[src/rtl/pixel_compositor_pkg.sv]
// Shared definitions for the pixel compositor: sprite channel field layout,
// palette address constants and the sprite-0 forbidden column.
package pixel_compositor_pkg;

  // Width of one pixel / palette address and of one sprite channel slot
  localparam int PIX_W    = 5;
  localparam int SPR_CH_W = 5;

  // Sprite channel field offsets: {behind, palette[1:0], color[1:0]}
  localparam int SPR_BEHIND_BIT = 4;
  localparam int SPR_PAL_MSB    = 3;
  localparam int SPR_PAL_LSB    = 2;
  localparam int SPR_COL_MSB    = 1;
  localparam int SPR_COL_LSB    = 0;

  // Universal backdrop palette address
  localparam logic [PIX_W-1:0] BACKDROP = 5'b00000;

  // Palette address bit that selects the sprite half of the palette
  localparam int SPR_SRC_BIT = 4;

  // Column at which a sprite-0 hit can never be reported
  localparam int SPR0_FORBIDDEN_X = 255;

  // Selected sprite fields carried through the pipeline
  typedef struct packed {
    logic       behind;
    logic [1:0] palette;
    logic [1:0] color;
  } sprite_t;

  // Build the palette address for a sprite pixel
  function automatic logic [PIX_W-1:0] sprite_addr(input sprite_t spr);
    logic [PIX_W-1:0] addr;
    addr = {1'b0, spr.palette, spr.color};
    addr[SPR_SRC_BIT] = 1'b1;
    return addr;
  endfunction

endpackage

[src/rtl/pixel_compositor_sprite_priority_encoder.sv]
// First-opaque search across the sprite channels. The lowest-index channel
// with a visible, nonzero color wins; its fields are returned unmodified.
module sprite_priority_encoder
  import pixel_compositor_pkg::*;
#(
  parameter int NUM_SPRITE_CH = 8
) (
  input  logic [SPR_CH_W*NUM_SPRITE_CH-1:0] sprite_i,
  input  logic                              show_i,
  output sprite_t                           winner_o,
  output logic                              spr_opaque_o,
  output logic                              ch0_opaque_o
);

  logic [SPR_CH_W-1:0]      ch_s [NUM_SPRITE_CH];
  logic [NUM_SPRITE_CH-1:0] opq_s;

  // Slice each channel out of the flat bus and flag it opaque if visible
  for (genvar k = 0; k < NUM_SPRITE_CH; k++) begin : g_ch
    assign ch_s[k]  = sprite_i[k*SPR_CH_W +: SPR_CH_W];
    assign opq_s[k] = show_i & (ch_s[k][SPR_COL_MSB:SPR_COL_LSB] != 2'b00);
  end

  assign ch0_opaque_o = opq_s[0];

  // Scan from the highest index down so the lowest opaque index is left standing
  always_comb begin
    winner_o     = '0;
    spr_opaque_o = 1'b0;
    for (int k = NUM_SPRITE_CH - 1; k >= 0; k--) begin
      if (opq_s[k]) begin
        winner_o.behind  = ch_s[k][SPR_BEHIND_BIT];
        winner_o.palette = ch_s[k][SPR_PAL_MSB:SPR_PAL_LSB];
        winner_o.color   = ch_s[k][SPR_COL_MSB:SPR_COL_LSB];
        spr_opaque_o     = 1'b1;
      end else begin
        winner_o     = winner_o;
        spr_opaque_o = spr_opaque_o;
      end
    end
  end

endmodule

[src/rtl/pixel_compositor.sv]
// Two-stage pixel compositor: stage 1 masks background and sprites (left
// clipping, draw enables), picks the winning sprite and forms the sprite-0
// hit candidate; stage 2 resolves priority and maintains the sticky hit flag.
// Everything advances only on dot-enabled cycles.
module pixel_compositor
  import pixel_compositor_pkg::*;
#(
  parameter int NUM_SPRITE_CH = 8,
  parameter int CLIP_WIDTH    = 8,
  parameter int X_WIDTH       = 8
) (
  input  logic                              clock,
  input  logic                              reset_n,
  input  logic                              clock_EN,
  input  logic                              lineStart,
  input  logic                              frameStart,
  input  logic                              backgroundDraw_EN,
  input  logic                              spriteDraw_EN,
  input  logic                              bgLeftShow_EN,
  input  logic                              sprLeftShow_EN,
  input  logic                              debugCollisionOff,
  input  logic [PIX_W-1:0]                  backgroundPixel,
  input  logic [SPR_CH_W*NUM_SPRITE_CH-1:0] sprite_IN,
  output logic [PIX_W-1:0]                  pixel_OUT,
  output logic                              pixel_valid,
  output logic                              spriteZeroHit
);

  localparam logic [X_WIDTH-1:0] X_MAX = '1;

  // Column counter
  logic [X_WIDTH-1:0] x_q, x_d;
  logic [X_WIDTH-1:0] x_cur_s;

  // Stage 1 registers
  logic [PIX_W-1:0] s1_bg_q, s1_bg_d;
  logic             s1_bg_opaque_q, s1_bg_opaque_d;
  sprite_t          s1_spr_q, s1_spr_d;
  logic             s1_spr_opaque_q, s1_spr_opaque_d;
  logic             s1_hit_q, s1_hit_d;
  logic             s1_valid_q, s1_valid_d;

  // Stage 2 registers
  logic [PIX_W-1:0] pix_q, pix_d;
  logic             valid_q, valid_d;
  logic             hit_q, hit_d;

  // Stage 1 combinational terms
  logic    in_clip_s;
  logic    bg_opaque_s;
  logic    spr_show_s;
  sprite_t winner_s;
  logic    spr_opaque_s;
  logic    ch0_opaque_s;
  logic    hit_cand_s;
  logic [PIX_W-1:0] pix_mux_s;

  sprite_priority_encoder #(
    .NUM_SPRITE_CH (NUM_SPRITE_CH)
  ) u_spr_enc (
    .sprite_i     (sprite_IN),
    .show_i       (spr_show_s),
    .winner_o     (winner_s),
    .spr_opaque_o (spr_opaque_s),
    .ch0_opaque_o (ch0_opaque_s)
  );

  // Current column and layer masking; lineStart makes this pixel column 0
  always_comb begin
    x_cur_s     = lineStart ? '0 : x_q;
    in_clip_s   = (int'(x_cur_s) < CLIP_WIDTH);
    bg_opaque_s = backgroundDraw_EN & ~(in_clip_s & ~bgLeftShow_EN)
                  & (backgroundPixel[SPR_COL_MSB:SPR_COL_LSB] != 2'b00);
    spr_show_s  = spriteDraw_EN & ~(in_clip_s & ~sprLeftShow_EN);
    hit_cand_s  = ch0_opaque_s & bg_opaque_s & ~debugCollisionOff
                  & (int'(x_cur_s) != SPR0_FORBIDDEN_X);
  end

  // Counter next state: lineStart reload beats saturation
  always_comb begin
    x_d = x_q;
    if (!clock_EN) begin
      x_d = x_q;
    end else if (lineStart) begin
      x_d = X_WIDTH'(1);
    end else if (x_q == X_MAX) begin
      x_d = X_MAX;
    end else begin
      x_d = x_q + X_WIDTH'(1);
    end
  end

  // Stage 1 next state: capture masked layers and hit candidate when enabled
  always_comb begin
    s1_bg_d         = s1_bg_q;
    s1_bg_opaque_d  = s1_bg_opaque_q;
    s1_spr_d        = s1_spr_q;
    s1_spr_opaque_d = s1_spr_opaque_q;
    s1_hit_d        = s1_hit_q;
    s1_valid_d      = s1_valid_q;
    if (clock_EN) begin
      s1_bg_d         = backgroundPixel;
      s1_bg_opaque_d  = bg_opaque_s;
      s1_spr_d        = winner_s;
      s1_spr_opaque_d = spr_opaque_s;
      s1_hit_d        = hit_cand_s;
      s1_valid_d      = 1'b1;
    end else begin
      s1_valid_d      = s1_valid_q;
    end
  end

  // Stage 2 priority mux between background, winning sprite and backdrop
  always_comb begin
    pix_mux_s = BACKDROP;
    case ({s1_bg_opaque_q, s1_spr_opaque_q})
      2'b00:   pix_mux_s = BACKDROP;
      2'b01:   pix_mux_s = sprite_addr(s1_spr_q);
      2'b10:   pix_mux_s = s1_bg_q;
      2'b11:   pix_mux_s = s1_spr_q.behind ? s1_bg_q : sprite_addr(s1_spr_q);
      default: pix_mux_s = BACKDROP;
    endcase
  end

  // Stage 2 next state: frameStart clear wins over a hit arriving this edge
  always_comb begin
    pix_d   = pix_q;
    valid_d = valid_q;
    hit_d   = hit_q;
    if (clock_EN) begin
      pix_d   = pix_mux_s;
      valid_d = s1_valid_q;
      if (frameStart) begin
        hit_d = 1'b0;
      end else if (s1_hit_q) begin
        hit_d = 1'b1;
      end else begin
        hit_d = hit_q;
      end
    end else begin
      hit_d = hit_q;
    end
  end

  // All state registers with asynchronous clear
  always_ff @(posedge clock or negedge reset_n) begin
    if (!reset_n) begin
      x_q             <= '0;
      s1_bg_q         <= '0;
      s1_bg_opaque_q  <= 1'b0;
      s1_spr_q        <= '0;
      s1_spr_opaque_q <= 1'b0;
      s1_hit_q        <= 1'b0;
      s1_valid_q      <= 1'b0;
      pix_q           <= '0;
      valid_q         <= 1'b0;
      hit_q           <= 1'b0;
    end else begin
      x_q             <= x_d;
      s1_bg_q         <= s1_bg_d;
      s1_bg_opaque_q  <= s1_bg_opaque_d;
      s1_spr_q        <= s1_spr_d;
      s1_spr_opaque_q <= s1_spr_opaque_d;
      s1_hit_q        <= s1_hit_d;
      s1_valid_q      <= s1_valid_d;
      pix_q           <= pix_d;
      valid_q         <= valid_d;
      hit_q           <= hit_d;
    end
  end

  assign pixel_OUT     = pix_q;
  assign pixel_valid   = valid_q;
  assign spriteZeroHit = hit_q;

endmodule

[config.mk]
export PLATFORM = sky130hd
export DESIGN_NAME = pixel_compositor
export DESIGN_NICKNAME = d
export VERILOG_FILES = /design/src/rtl/pixel_compositor_pkg.sv /design/src/rtl/pixel_compositor_sprite_priority_encoder.sv /design/src/rtl/pixel_compositor.sv
export SDC_FILE = /design/constraint.sdc
export NUM_CORES = 1
export LEC_CHECK = 0
export CAP_MARGIN = 20
export CELL_PAD_IN_SITES_DETAIL_PLACEMENT = 1
export CELL_PAD_IN_SITES_GLOBAL_PLACEMENT = 1
export CORE_AREA = 5 5 79 81
export CTS_CLUSTER_SIZE = 30
export DETAILED_ROUTE_END_ITERATION = 6
export DIE_AREA = 0 0 84 86
export GPL_TIMING_DRIVEN = 0
export PLACE_DENSITY = 0.8
export SKIP_LAST_GASP = 1
export SYNTH_ARGS = -nofsm -noshare
export SYNTH_HDL_FRONTEND = slang
export SYNTH_SLANG_ARGS = --single-unit
[constraint.sdc]
create_clock -name clock -period 1.8 [get_ports clock]
set_input_delay 0.27 -clock clock [delete_from_list [all_inputs] [get_ports clock]]
set_output_delay 0.27 -clock clock [all_outputs]
set_load 0.05 [all_outputs]
==> summary.txt <==
Clocking
  • CTS tree: done
  • Clk buf depth: 2
  • Root Driver: clkbuf_8
  • CTS Buf Count: 5
  • CTS clk-pin slew, worst paths: 60 ps
  • Num Clock Sinks: 29
  • Hold-fix buffers, CTS: 0
  • H-tree depth: 2
  • Clk_lat worst skew: 280 ps

Floorplan
  • I/O pin total: 62
  • Die ar.: 7220 µm²
  • Total core area: 5410 µm²
  • Die height: 86 µm
  • Placement Rows: 27
  • Die width: 84 µm
  • Initial Utilization: 32.2%

Synth
  • Syn_area_per_cell: 8.87 µm²
  • Mapped Area: 1740 µm²
  • Synth Warn #: 0
  • Register bit total from synthesis: 29
  • Post-synth top flop: dfrtp_1
  • Post-Synthesis Cells: 196
  • Synth cell types: 42
  • Syn nets: 252
  • Largest area contributor in the netlist: dfrtp_1
  • Sequential fraction of the synthesis area: 41.7%
  • Number of enable flip-flop cells after synthesis: 0
  • Ys async rst share: 100%
  • Synth top area cells: dfrtp_1, a21oi_1, mux2_2
  • Share of the synthesized area in the top cell type: 41.7%

Timing
  • Slew HR: 54.3%
  • Maximum clock rate: 585 MHz
  • Clock skew: 2.67 ps
  • Least-Margin Pin Slew: 684 ps
  • Final Hold Fails: 0
  • Fin crit period: 1710 ps
  • Setup violations, final: 0
  • Final Max Slew Viols: 0
  • Final period util: 94.9%
  • RSZ-0062 raised after global routing: false
  • Final worst slack: 91.7 ps

Final layout
  • N_diodes: 0
  • FF+latch area: 726 µm²
  • Final net count: 320
  • Layout cells sized above 1: 11.3%
  • Area Overhead vs Synth: 49.4%
  • FILL cells: 663
  • Area occupied by multi-input gates: 948 µm²

Setup path
  • CP max FO: 2
  • Worst setup startpoint: pixel_OUT[4]
  • Critical Path RT: 1530 ps
  • Startpoint Class: flip-flop
  • R2R depth: 6
  • Critical path endpoint category: output port
  • RR Endpoint: x_q[2]
  • WP data arrival: 1440 ps
  • CP Cell Sequence: clkdlybuf4s50_1
  • Worst Setup Path Type: reg2out
  • Max stage delay on crit path: 800 ps
  • Worst r2r src: x_q[0]
  • Worst path slowest cell: clkdlybuf4s50_1
  • Reg-to-reg slack, setup: 110 ps
  • Worst path buffer plus inverter count: 1
  • Crit path max-delay family: buffers and inverters

Pwr
  • Sequential fraction of design power: 37.5%
  • Power, Total: 2020 µW
  • Cell leakage power: 0.00101 µW
  • Gate power share: 22.8%
  • Int Pwr: 1490 µW
  • VDD IR max: 310 µV
  • Clk pwr share: 39.7%
  • Switching Power: 537 µW
  • Sw frac: 26.5%
  • Power Density: 779 nW/µm²

GRT
  • Vias in the first global route: 1982
  • Largest net degree at the start of global routing: 18
  • GR Util All Layers: 16.2%
  • Initial antenna violation count: 0
  • Global-route wire length before repair: 9520 µm
  • Gr ovfl total: 0

Routing
  • Pre-Repair DR Iteration Count: 4
  • Routed WL per cell: 16.7 µm
  • Residual DRC: 0
  • Final ANT Viol Nets: 0
  • DR vias: 1797
  • DR iter-0 viols: 35
  • Routed wire length: 5630 µm
  • Vias per std cell: 5.33

Status
  • Outcome: complete, no violations

Place
  • I/O Buffers: 60
  • Post-place setup slack: -199 ps
  • GP Congestion: 0.816
  • Dpl hpwl: 4530 µm

Min path
  • Worst Hold Class: in2async

Job
  • Max-Cap Viols: 0
==> cell families after synthesis <==
logic type	synth area share (%)
fa+ha+maj	0.719
flops	41.7
simple gates	17.6
compound gates	30.7
mux	5.18
buf+inv	4.17
==> Yosys cell counts, drive strengths merged (3+ instances only) <==
master	n
mux2	8
and3	3
clkbuf	6
or2	5
nand3	5
a31o	4
a41oi	3
dfrtp	29
a22oi	4
o21ai	20
nor2b	3
a21oi	22
a31oi	8
nor3	7
inv	12
nand2b	3
nor2	20
o211ai	4
nand2	10
==> worst max-delay path by stage <==
stage                                  to  slack [ps]  cells past startpoint
after floorplan           s1_spr_opaque_q         360                      4
after detailed placement  s1_spr_opaque_q        -200                      6
after global placement    s1_spr_opaque_q        -170                      6
final                        pixel_OUT[4]          90                      1
after CTS                    pixel_OUT[4]          70                      1
after global routing      s1_spr_opaque_q          30                      6
==> cell type report <==
type                    count  share of cell area, %
multi-input cells         148                   36.5
flip-flops and latches     29                   27.9
repair buffers             61                   24.2
well taps                  72                   3.47
clock buffers               5                   2.65
clock inverters             3                   2.50
inverters                  12                   1.73
plain buffers               7                   1.06
==> layer usage <==
layer	track usage [%]	vias up	part of all wire, %
met4	4.97	0	1.3
met5	0	-	0
met2	29.0	67	50
met3	3.55	6	6.3
li1	-	865	-
met1	19.5	859	43
==> repair_timing <==
item                       CTS  global route
setup buffers                0             0
resized for setup            0             2
setup endpoints to repair    0             3
==> stage by stage <==
step           std cells  setup TNS (ps)  cell area (µm²)  hold slack [ps]  utilization (%)
3_5_place_dp         329            -627             2460              450             45.5
6_report             337               0             2600              406             48.1
5_1_grt              337               0             2600              449             48.1
2_1_floorplan        196               0             1740            -25.6                -
4_1_cts              337               0             2590              420             47.9
3_3_place_gp         328           -1350             2430              446             45.0
==> power by group through the flow <==
stage | clock, µW | sequential, µW | combinational (µW)
floorplan | 0 | 803 | 180
global placement | 0 | 764 | 442
detailed placement | 0 | 770 | 460
CTS | 812 | 759 | 466
global route | 848 | 767 | 503
finish | 804 | 759 | 462
==> cell usage in the layout (no fill, tap or decap), types with 3 or more instances in the layout <==
master / count
clkdlybuf4s50_1: 60
dfrtp_1: 29
a21oi_1: 22
nor2_1: 17
o21ai_0: 17
inv_1: 12
nand2_1: 10
mux2_2: 8
a31oi_1: 8
clkbuf_1: 6
nor3_1: 6
nand3_1: 5
clkbuf_8: 5
o211ai_1: 4
a22oi_1: 4
or2_1: 3
nor2b_1: 3
nand2b_1: 3
o21ai_1: 3
and3_1: 3
a31o_1: 3
==> sequential cells by signal (all words and copies together) (netlist names), 5 cells and up <==
| register | flops |
|---|---|
| s1_spr_q | 5 |
| pixel_OUT | 5 |
| s1_bg_q | 5 |
| x_q | 8 |
Note: power is estimated with default switching activity, not from simulation.
==> patch, RTL diff (config.mk and constraints unchanged) <==
`x_q` no longer has a reset.
--- a/src/rtl/pixel_compositor.sv
+++ b/src/rtl/pixel_compositor.sv
@@ -145,7 +145,6 @@
   // All state registers with asynchronous clear
   always_ff @(posedge clock or negedge reset_n) begin
     if (!reset_n) begin
-      x_q             <= '0;
       s1_bg_q         <= '0;
       s1_bg_opaque_q  <= 1'b0;
       s1_spr_q        <= '0;
@@ -156,7 +155,6 @@
       valid_q         <= 1'b0;
       hit_q           <= 1'b0;
     end else begin
-      x_q             <= x_d;
       s1_bg_q         <= s1_bg_d;
       s1_bg_opaque_q  <= s1_bg_opaque_d;
       s1_spr_q        <= s1_spr_d;
@@ -169,6 +167,10 @@
     end
   end
 
+  always_ff @(posedge clock) begin
+    x_q <= x_d;
+  end
+
   assign pixel_OUT     = pix_q;
   assign pixel_valid   = valid_q;
   assign spriteZeroHit = hit_q;
Behaviour: not the same (Yosys sat finds a counterexample within 10 cycles, from zero or initial values and one cycle with reset_n low).
==> patch against the unedited design <==
Routed wire length shrank 7.6%; sequential share of layout area grew 2.9 points; sequential cell count is the same; power shrank 9.5%; critical path depth is the same; highest routed layer unchanged; final area shrank 4.3%; area after synthesis shrank 3.1%; worst setup slack lost 0.022 ns.
==> patch: results (changes against the unedited design) <==
vias_per_cell: 5.25  # was 5.33
ir_worst_vdd_mv: 0.308  # was 0.310 mV
cpPeakStageDelay_ns: 0.82  # was 0.80 ns
reg2regPathDepth: 4  # was 6
drtIter0Drc: 43  # was 35
layout.nets: 301  # was 320
dpl.cell_count: 310  # was 329
synth_area_leaders: "dfrtp_1, edfxtp_1, a21oi_1"  # was dfrtp_1, a21oi_1, mux2_2
wirelength_um: 5210  # was 5630 um
clkLatencyLatePin_ns: 0.28  # about the same
synthCells: 178  # was 196
firstDrtPassIters: 4  # unchanged
p_comb_uw: 420  # was 462 uW
rr_endpoint: "s1_spr_q[3]$_DFFE_PN0P_"  # was x_q[2]$_DFFE_PN0P_
syn_nets: 234  # was 252
grt_pass1_vias: 1787  # was 1982
grt_pass1_wl_um: 8610  # was 9520 um
layout-drive-gt1-share_pct: 7.72  # was 11.3%
hp-class: "primary input to flip-flop"  # was primary input to asynchronous set/reset pin
htreeDepth: 2  # unchanged
ys_seq_area_share_pct: 45.4  # was 41.7%
synth-edff-count: 8  # was 0
cts_buffers: 5  # unchanged
critPathArrivalTime_ns: 1.46  # was 1.44 ns
place_ws_ns: -0.359  # was -0.199 ns
critical_path.reg2reg.startpoint: "x_q[6]$_SDFFCE_PP0P_"  # was x_q[0]$_DFFE_PN0P_
sequentialPowerShare_pct: 42.5  # was 37.5%
outcome: "completed"  # unchanged
gp_congestion: 0.809  # was 0.816
cp-startpoint: "pixel_OUT[0]$_DFFE_PN0P_"  # was pixel_OUT[4]$_DFFE_PN0P_
grt_usage_pct: 14.7  # was 16.2%
use_met3_pct: 5.48  # was 3.55%
max_slew.worst_pin.slew_ns: 0.933  # was 0.684 ns
dpl-instance-area_um2: 2380  # was 2460 um2
power_frac_clock_pct: 34.6  # was 39.7%
worst_hold_slack_ns: 0.420  # was 0.406 ns
antenna_cells: 0  # unchanged
post-dp-hpwl_um: 4170  # was 4530 um
wl_met1_um: 2170  # was 2410 um
critical_path.slowest_cell: "clkdlybuf4s50_1"  # unchanged
cp_top_family: "buffers and inverters"  # unchanged
final-instance-count-excl-fill: 318  # was 337
met2_wirelength_um: 2510  # was 2800 um
wl_met3_um: 452  # was 354 um
async_flop_share_pct: 72.4  # was 100%
io_buffers: 60  # unchanged
grt_max_degree: 22  # was 18
n_fill_cell: 652  # was 663
p_switching_uw: 494  # was 537 uW
ys_types: 46  # was 42
met2_usage_pct: 26.3  # was 29.0%
fin_skew_ns: 0.00767  # was 0.00267 ns
p_leak_nw: 0.935  # was 1.01 nW
hold_end: "x_q[5]$_SDFFCE_PP0P_"
synthTopCellsByCount: "dfrtp_1, nor2_1, a21oi_1, inv_1, o21ai_0"  # was dfrtp_1, a21oi_1, nor2_1, o21ai_0, inv_1
ys_warn_count: 0  # unchanged
grtUsageMet1_pct: 16.3  # was 19.5%
-- patch: cell types whose count changed after synthesis, sizes merged, moves of 4 or more --
| cell | unedited run | this run |
|---|---|---|
| dfrtp | 29 | 21 |
| edfxtp | 0 | 8 |
| a221oi | 2 | 6 |
| a21oi | 22 | 15 |
-- patch: worst max path at each step --
stage | end | slack (ns) | cells past startpoint
6_report | pixel_OUT[0] | 0.07 | 1
2_1_floorplan | s1_spr_q[3]$_DFFE_PN0P_ | 0.29 | 4
3_3_place_gp | s1_spr_q[3]$_DFFE_PN0P_ | -0.28 | 4
4_1_cts | pixel_OUT[0] | 0.04 | 1
5_1_grt | s1_spr_q[4]$_DFFE_PN0P_ | 0.02 | 5
3_5_place_dp | s1_spr_q[3]$_DFFE_PN0P_ | -0.36 | 4
-- patch: cells by family (layout without fill, tap and decap cells) --
family	after synthesis	after routing	synth area share (%)
muxes	8	8	5.20
DFF	29	29	45.4
adders and majority gates	1	1	0.742
buffers and inverters	17	85	3.86
xor gates and xnor gates	3	3	1.56
and+or+nand+nor	55	55	16.9
AOI/OAI and AO/OA	65	65	26.3
-- patch: what timing repair did --
| action | in CTS | in global routing |
|---|---|---|
| setup endpoints to repair | 9 | 0 |
| hold endpoints to repair | 0 | 0 |
| gates resized for setup | 1 | 0 |
-- patch: final cells by class --
type | count | area, um2 | area share, %
Sequential cell | 29 | 766 | 30.8
Timing Repair Buffer | 60 | 599 | 24.1
Tap cell | 72 | 90.1 | 3.62
Multi-Input combinational cell | 132 | 855 | 34.4
Clock buffer | 8 | 111 | 4.48
Buffer | 4 | 16.3 | 0.654
Inverter | 13 | 48.8 | 1.96
